$ cat src/rtl/mips_multicycle_control.sv
// Moore control FSM for the multicycle MIPS datapath: sequences fetch, decode,
// execute, memory and writeback steps and drives every datapath select/enable.
module mips_multicycle_control #(
    parameter logic [5:0] OP_RTYPE = 6'b000000,
    parameter logic [5:0] OP_LW    = 6'b100011,
    parameter logic [5:0] OP_SW    = 6'b101011,
    parameter logic [5:0] OP_BEQ   = 6'b000100,
    parameter logic [5:0] OP_ADDI  = 6'b001000,
    parameter logic [5:0] OP_J     = 6'b000010
) (
    input  logic       clk,
    input  logic       reset,
    input  logic [5:0] op,
    output logic       MemWrite,
    output logic       IRWrite,
    output logic       RegWrite,
    output logic       PCWrite,
    output logic       Branch,
    output logic       IorD,
    output logic       RegDst,
    output logic       MemtoReg,
    output logic       AluSrcA,
    output logic [1:0] AluSrcB,
    output logic [1:0] AluOp,
    output logic [1:0] PCSrc,
    output logic [3:0] state,
    output logic       illegal_op
);

    localparam logic [3:0] S_FETCH  = 4'd0;
    localparam logic [3:0] S_DECODE = 4'd1;
    localparam logic [3:0] S_MEMADR = 4'd2;
    localparam logic [3:0] S_MEMRD  = 4'd3;
    localparam logic [3:0] S_MEMWB  = 4'd4;
    localparam logic [3:0] S_MEMWR  = 4'd5;
    localparam logic [3:0] S_EXEC   = 4'd6;
    localparam logic [3:0] S_ALUWB  = 4'd7;
    localparam logic [3:0] S_BEQ    = 4'd8;
    localparam logic [3:0] S_ADDIEX = 4'd9;
    localparam logic [3:0] S_ADDIWB = 4'd10;
    localparam logic [3:0] S_JUMP   = 4'd11;

    logic [3:0] r_state;
    logic [3:0] w_next;
    logic       w_legal;

    assign state = r_state;

    assign w_legal = (op == OP_RTYPE) || (op == OP_LW) || (op == OP_SW) ||
                     (op == OP_BEQ) || (op == OP_ADDI) || (op == OP_J);

    // Unsupported opcodes fall back to FETCH; PC already advanced in FETCH.
    assign illegal_op = !reset && (r_state == S_DECODE) && !w_legal;

    always_comb begin
        w_next = S_FETCH;
        case (r_state)
            S_FETCH:  w_next = S_DECODE;
            S_DECODE: begin
                if (op == OP_LW || op == OP_SW) w_next = S_MEMADR;
                else if (op == OP_RTYPE)        w_next = S_EXEC;
                else if (op == OP_BEQ)          w_next = S_BEQ;
                else if (op == OP_ADDI)         w_next = S_ADDIEX;
                else if (op == OP_J)            w_next = S_JUMP;
                else                            w_next = S_FETCH;
            end
            S_MEMADR: w_next = (op == OP_LW) ? S_MEMRD : S_MEMWR;
            S_MEMRD:  w_next = S_MEMWB;
            S_EXEC:   w_next = S_ALUWB;
            S_ADDIEX: w_next = S_ADDIWB;
            default:  w_next = S_FETCH;
        endcase
    end

    always_comb begin
        MemWrite = 1'b0;
        IRWrite  = 1'b0;
        RegWrite = 1'b0;
        PCWrite  = 1'b0;
        Branch   = 1'b0;
        IorD     = 1'b0;
        RegDst   = 1'b0;
        MemtoReg = 1'b0;
        AluSrcA  = 1'b0;
        AluSrcB  = 2'b00;
        AluOp    = 2'b00;
        PCSrc    = 2'b00;
        case (r_state)
            S_FETCH: begin
                AluSrcB = 2'b01;
                IRWrite = 1'b1;
                PCWrite = 1'b1;
            end
            S_DECODE: AluSrcB = 2'b11;
            S_MEMADR, S_ADDIEX: begin
                AluSrcA = 1'b1;
                AluSrcB = 2'b10;
            end
            S_MEMRD: IorD = 1'b1;
            S_MEMWB: begin
                MemtoReg = 1'b1;
                RegWrite = 1'b1;
            end
            S_MEMWR: begin
                IorD     = 1'b1;
                MemWrite = 1'b1;
            end
            S_EXEC: begin
                AluSrcA = 1'b1;
                AluOp   = 2'b10;
            end
            S_ALUWB: begin
                RegDst   = 1'b1;
                RegWrite = 1'b1;
            end
            S_BEQ: begin
                AluSrcA = 1'b1;
                AluOp   = 2'b01;
                PCSrc   = 2'b01;
                Branch  = 1'b1;
            end
            S_ADDIWB: RegWrite = 1'b1;
            S_JUMP: begin
                PCSrc   = 2'b10;
                PCWrite = 1'b1;
            end
            default: ;
        endcase
        // Reset presents idle FETCH selects with every write enable suppressed.
        if (reset) begin
            MemWrite = 1'b0;
            IRWrite  = 1'b0;
            RegWrite = 1'b0;
            PCWrite  = 1'b0;
            Branch   = 1'b0;
            IorD     = 1'b0;
            RegDst   = 1'b0;
            MemtoReg = 1'b0;
            AluSrcA  = 1'b0;
            AluSrcB  = 2'b01;
            AluOp    = 2'b00;
            PCSrc    = 2'b00;
        end
    end

    always_ff @(posedge clk) begin
        if (reset) r_state <= S_FETCH;
        else       r_state <= w_next;
    end

endmodule

$ cat config.mk
export PLATFORM = sky130hd
export DESIGN_NAME = mips_multicycle_control
export DESIGN_NICKNAME = d
export VERILOG_FILES = /design/src/rtl/mips_multicycle_control.sv
export SDC_FILE = /design/constraint.sdc
export NUM_CORES = 1
export LEC_CHECK = 0
export CORE_MARGIN = 1.5
export CORE_UTILIZATION = 38
export CTS_CLUSTER_DIAMETER = 100
export DETAILED_ROUTE_END_ITERATION = 10
export MAX_ROUTING_LAYER = met4
export PLACE_DENSITY = 0.89
export SLEW_MARGIN = 20
export SYNTH_ARGS = -nofsm -noshare
export SYNTH_HDL_FRONTEND = slang
export SYNTH_SLANG_ARGS = --single-unit
$ cat constraint.sdc
create_clock -name clk -period 1.7 [get_ports clk]
set_input_delay 0.34 -clock clk [delete_from_list [all_inputs] [get_ports clk]]
set_output_delay 0.34 -clock clk [all_outputs]
set_load 0.005 [all_outputs]
Yosys cells after proc, flatten, opt, wreduce, memory -nomap -nowiden
Index checks and enable logic that the tools add are counted.
{ "word_totals": {"register_bits": 4, "word_cells": 65, "inputBits": 8, "output_inout_bits": 20} }
{ "classes": {"mux": 31, "n_eq_ne": 16, "n_reduce_logical": 17} }
{ "op_table": {"columns": ["op", "n"], "rows": [
  ["case mux 4 bit (6 select lines)", 1],
  ["two-way mux 4 bit", 5],
  ["two-way mux 1 bit", 18],
  ["equality test 4 x 3 -> 1 bit (second input constant)", 4],
  ["equality test 4 bit (second input constant)", 4],
  ["equality test 6 bit (second input constant)", 2],
  ["equality test 4 x 2 -> 1 bit (second input constant)", 2],
  ["case mux 2 bit (2 select lines)", 2],
  ["equality test 6 x 2 -> 1 bit (second input constant)", 1],
  ["equality test 6 x 3 -> 1 bit (second input constant)", 1],
  ["equality test 6 x 4 -> 1 bit (second input constant)", 1],
  ["zero test 6 bit", 1],
  ["logical OR 1 bit", 6],
  ["two-way mux 2 bit", 3],
  ["case mux 2 bit (3 select lines)", 1],
  ["OR reduction 2 bit", 3],
  ["equality test 4 x 1 -> 1 bit (second input constant)", 1],
  ["zero test 4 bit", 1],
  ["OR reduction 4 bit", 1],
  ["two-way mux 3 bit", 1],
  ["OR reduction 3 bit", 1],
  ["logical AND 1 bit", 2],
  ["zero test 1 bit", 2]
]} }

Logic depth before layout (Yosys ltp)
{ "depth": {"ltp_word": 8, "mapped_depth": 5, "depth_no_buf": 4} }

Worst setup path after synthesis
No wires, ideal clock.
{ "synth_path": {"path_kind": "register to output", "start": "register r_state[2], in the netlist state[2]", "end": "output port AluOp[1]", "arrival_time_ns": 1.155, "stages_incl_launch_ff": 5, "slack_ns": 0.205, "path_buffers": 1, "path_cell_list": "dfxtp_1 > buf_4 > inv_1 > or3_1 > nor3b_1"} }
{ "synth_between": {"elab_chain_len": 3, "elab_cells_between_ends": 4} }
{ "synth_lines": {"columns": ["item", "line_no", "source"], "rows": [
  ["from (decl)", "43", "logic [3:0] r_state;"],
  ["from (signal assigned)", "148", "else r_state <= w_next;"],
  ["equality test 4 bit or equality test 4 x 3 -> 1 bit (tied branches)", "88", "case (r_state)"],
  ["case mux 2 bit (2 select lines) *", "88", null],
  ["two-way mux 2 bit *", "130", "if (reset) begin"],
  ["to (decl)", "24", "output logic [1:0] AluOp,"]
]} }
Every way passes the cells marked *; elsewhere a longest branch is shown, timed or not.

Worst setup path in the final report
{ "layout_path": {"start": "register r_state[1], in the netlist state[1]", "end": "output port illegal_op"} }
{ "layout_between": {"elab_chain_len": 3} }
{ "layout_lines": {"columns": ["item", "line_no", "source"], "rows": [
  ["equality test 4 x 1 -> 1 bit", "53", "assign illegal_op = !reset && (r_state == S_DECODE) && !w_legal;"],
  ["logical AND 1 bit (2 in series)", "53", null],
  ["to (decl)", "27", "output logic illegal_op"]
]} }
Every way passes these cells.

==> impl_results.md <==
* Run status: complete, but fails checks
* Failing checks: negative setup slack
* Synth cell types at 35
* Worst-margin pin slew at between 0.3 and 0.4 ns
* Y dimension of the die at between 40 and 50 um
* Logic depth of the worst path, buffers included at 5
* Total wire length at 3.04 mm
* Sequential share of the synthesized area at ~15%
* Number of clock sinks at 4
* R2R Path End: state[2]
* Register bit count reported by yosys at 4
* Delay of the slowest cell on the worst path at roughly 0.35 ns
* Internal at approximately 0.00027 W
* Leakage power total at slightly above 0.5 nW
* Core occupancy in the finished layout at around 91%
* Combinational Power Share at approximately 45%
* Post-DRT Antenna Nets at 0
* Number of input and output port buffers inserted at 27
* First-pass GRT wire length at ~3.6 mm
* Vias in the first global route at just under 800
* Fin crit period at between 1.5 and 2 ns
* Arr. time, crit path at 1.49 ns
* Worst Min Path Start: op[3]
* Number of placement rows at 13
* Worst reg2reg path startpoint: state[1]
* Crit path capture type: output pin
* Peak supply drop at 313 uV
* Maximum clock rate at between 0.5 and 0.6 GHz
* Final critical-path share of the clock period at 108%
* Most common cell after layout, fill and taps aside: sky130_fd_sc_hd__buf_4
* Routed length per placed instance at a little under 20 um
* Cell at the slowest stage of the critical path: sky130_fd_sc_hd__dfxtp_4
* Worst setup SP type: register
* Final setup violation count at 5
* Power share of the sequential group at between 20% and 30%
* Area of the core at between 1000 and 1500 um2
* Clock H-tree levels at 1
* I/O pin count at 28
* Max FFs per register at 4
* Portion of total power attributed to the clock network at between 30% and 40%
* Max-slew violation count at 0
* Switching share of power at between 30% and 40%
* Number of cells produced by synthesis at 78
* Unrepaired setup endpoints after global routing: yes
* Number of CTS-inserted buffers at 3
* Post-synthesis instance area at around 530 um2
* Number of antenna diodes at 0
* Net total in the final layout at 150
* Worst reg-to-reg setup slack at between 0.15 and 0.2 ns
* Critical path start-end classification: reg2out
* Pwr per Cell Area at around 340 nW/um2
* CTS tree: done
* Fraction of final layout cells with drive strength greater than 1 at between 60% and 70%
* Post-DP HPWL at roughly 1.4 mm
* Number of endpoints with negative hold slack in the final report at 0
* Detailed-route vias per instance at between 6 and 7
* Final GP Congestion at 0.886
* Post-synth net total at 86
* CTS root buf: sky130_fd_sc_hd__clkbuf_4
* Number of antenna violations at the first check in global routing at 0
* Chip width at approximately 40 um
* Relative area change from synthesis to final layout at 123%
* Total number of yosys warnings at 0
* Total of hold buffers inserted after clock tree synthesis at 0
* Relative slew slack at about four fifths
* Syn_area_per_cell at 6.80 um2
* Required time at the endpoint of the critical path at 1.36 ns
* Clock buffer depth at 2
* Net switching power of the design at approximately 0.00014 W
* Final clock skew at around 0.00088 ns
* Remaining design rule violation count at 0
* Hold EP: state[2]
* Via count at around 940
* Hold Path Cell Cnt at 5
* Highest net fanout along the worst path at 4
* Cell-by-cell listing of the critical path: buf_6, or2b_4, nor4_4, o311a_1, buf_2
* GRT overflow at 0
* Worst path buffer plus inverter count at 2
* Insertion delay of the later-clocked pin in the worst-skew pair at 0.24 ns
* DR pass1 iterations at 6
* Reg clk slew, reported paths at around 0.04 ns
* Die ar. at roughly 1600 um2
* Commonest cells after routing, fill and taps aside: sky130_fd_sc_hd__buf_4 (34), sky130_fd_sc_hd__buf_2 (13), sky130_fd_sc_hd__nor2_1 (9)
* Reported max-cap violation count at 0
* Initial core utilization at approximately two fifths
* Hold Crit Class: in2reg
* R2R depth at 6
* Initial detailed-routing violation count at 42
* Pin count of the biggest net entering global routing at 9
* Cell family with the largest share of critical-path delay: simple AND/OR/NAND/NOR gates
* Sum Neg Setup Slack at -0.347 ns
* Final worst setup slack at -0.130 ns
* GR Util All Layers at 35.2%
[per-stage QoR]
| stage | cell area (um2) | instances | setup WS [ns] | total power, W | hold slack, ns |
|---|---|---|---|---|---|
| detailed placement | 990 | 141 | -0.706 | 0.000244 | 0.722 |
| global route | 1180 | 155 | -0.193 | 0.000416 | 0.517 |
| global placement | 990 | 141 | -0.655 | 0.000240 | 0.673 |
| CTS | 1150 | 153 | -0.0962 | 0.000386 | 0.474 |
| finish | 1180 | 155 | -0.130 | 0.000407 | 0.508 |
| floorplan | 531 | 78 | 0.205 | 0.000157 | 0.508 |
[power by group through the flow]
stage | logic, W | clock network, W | registers, W
6_report | 0.000182 | 0.000126 | 0.0000993
4_1_cts | 0.000160 | 0.000127 | 0.0000989
5_1_grt | 0.000189 | 0.000128 | 0.0000997
3_3_place_gp | 0.000137 | 0 | 0.000103
3_5_place_dp | 0.000142 | 0 | 0.000102
2_1_floorplan | 0.0000553 | 0 | 0.000102
[layer usage]
metal / track usage [%] / wire (um)
met1: 35.3 / 1140
met2: 65.1 / 1530
met3: 6.11 / 253
met4: 15.8 / 112
met5: - / 0
[cells by family after synthesis]
logic type | synth area share (%)
compound gates | 24.5
xor+xnor | 4.95
buf+inv | 10.4
flops | 15.1
simple gates | 45.1
[how the worst max path moves through the flow]
stage | slack, ns | endpoint | from
6_report | -0.13 | illegal_op | state[1]
2_1_floorplan | 0.21 | AluOp[1] | state[2]
4_1_cts | -0.1 | illegal_op | op[3]
5_1_grt | -0.19 | MemWrite | state[2]
3_5_place_dp | -0.71 | illegal_op | reset
3_3_place_gp | -0.66 | illegal_op | op[5]
[tightest hold or removal path: stages]
cell	delay, ns
sky130_fd_sc_hd__buf_6	0.07
sky130_fd_sc_hd__or3_4	0.12
sky130_fd_sc_hd__nor2_4	0.04
sky130_fd_sc_hd__nand2_1	0.06
sky130_fd_sc_hd__a21oi_1	0.07
[cell type report]
cell class	instances	area [um2]
fillers	57	120
inverters	2	7.51
repair buffers	67	520
flip-flops and latches	4	92.6
clock buffers	3	22.5
well taps	15	18.8
multi-input cells	64	519
[synth_stat cells, drive strengths merged]
library cell   n  area (um2)
nor4           2        12.5
clkbuf         3        11.3
nand2b         1        6.26
o311a          1        10.0
a32oi          1        8.76
or3            4        30.0
nand2          5        18.8
xnor2          2        17.5
nor3           6        30.0
a211oi         2        15.0
or2b           1        11.3
a21boi         1        7.51
o21ai          5        25.0
o21bai         1        7.51
o211ai         1        7.51
nor2          14        55.1
nand3          3        15.0
a21oi          4        20.0
or2            1        6.26
a2111oi        1        15.0
inv            2        7.51
nand3b         1        7.51
xor2           1        8.76
nor3b          1        7.51
nor4b          2        32.5
a21o           1        7.51
dfxtp          4        80.1
and2           1        6.26
buf            5        36.3
a31oi          1        6.26
[repair_timing]
item	CTS	global route
setup endpoints to repair	19	16
pin swaps	12	6
gates resized for setup	106	14
gates cloned	0	0
buffers inserted	9	2
(Power assumes the default switching activity.)
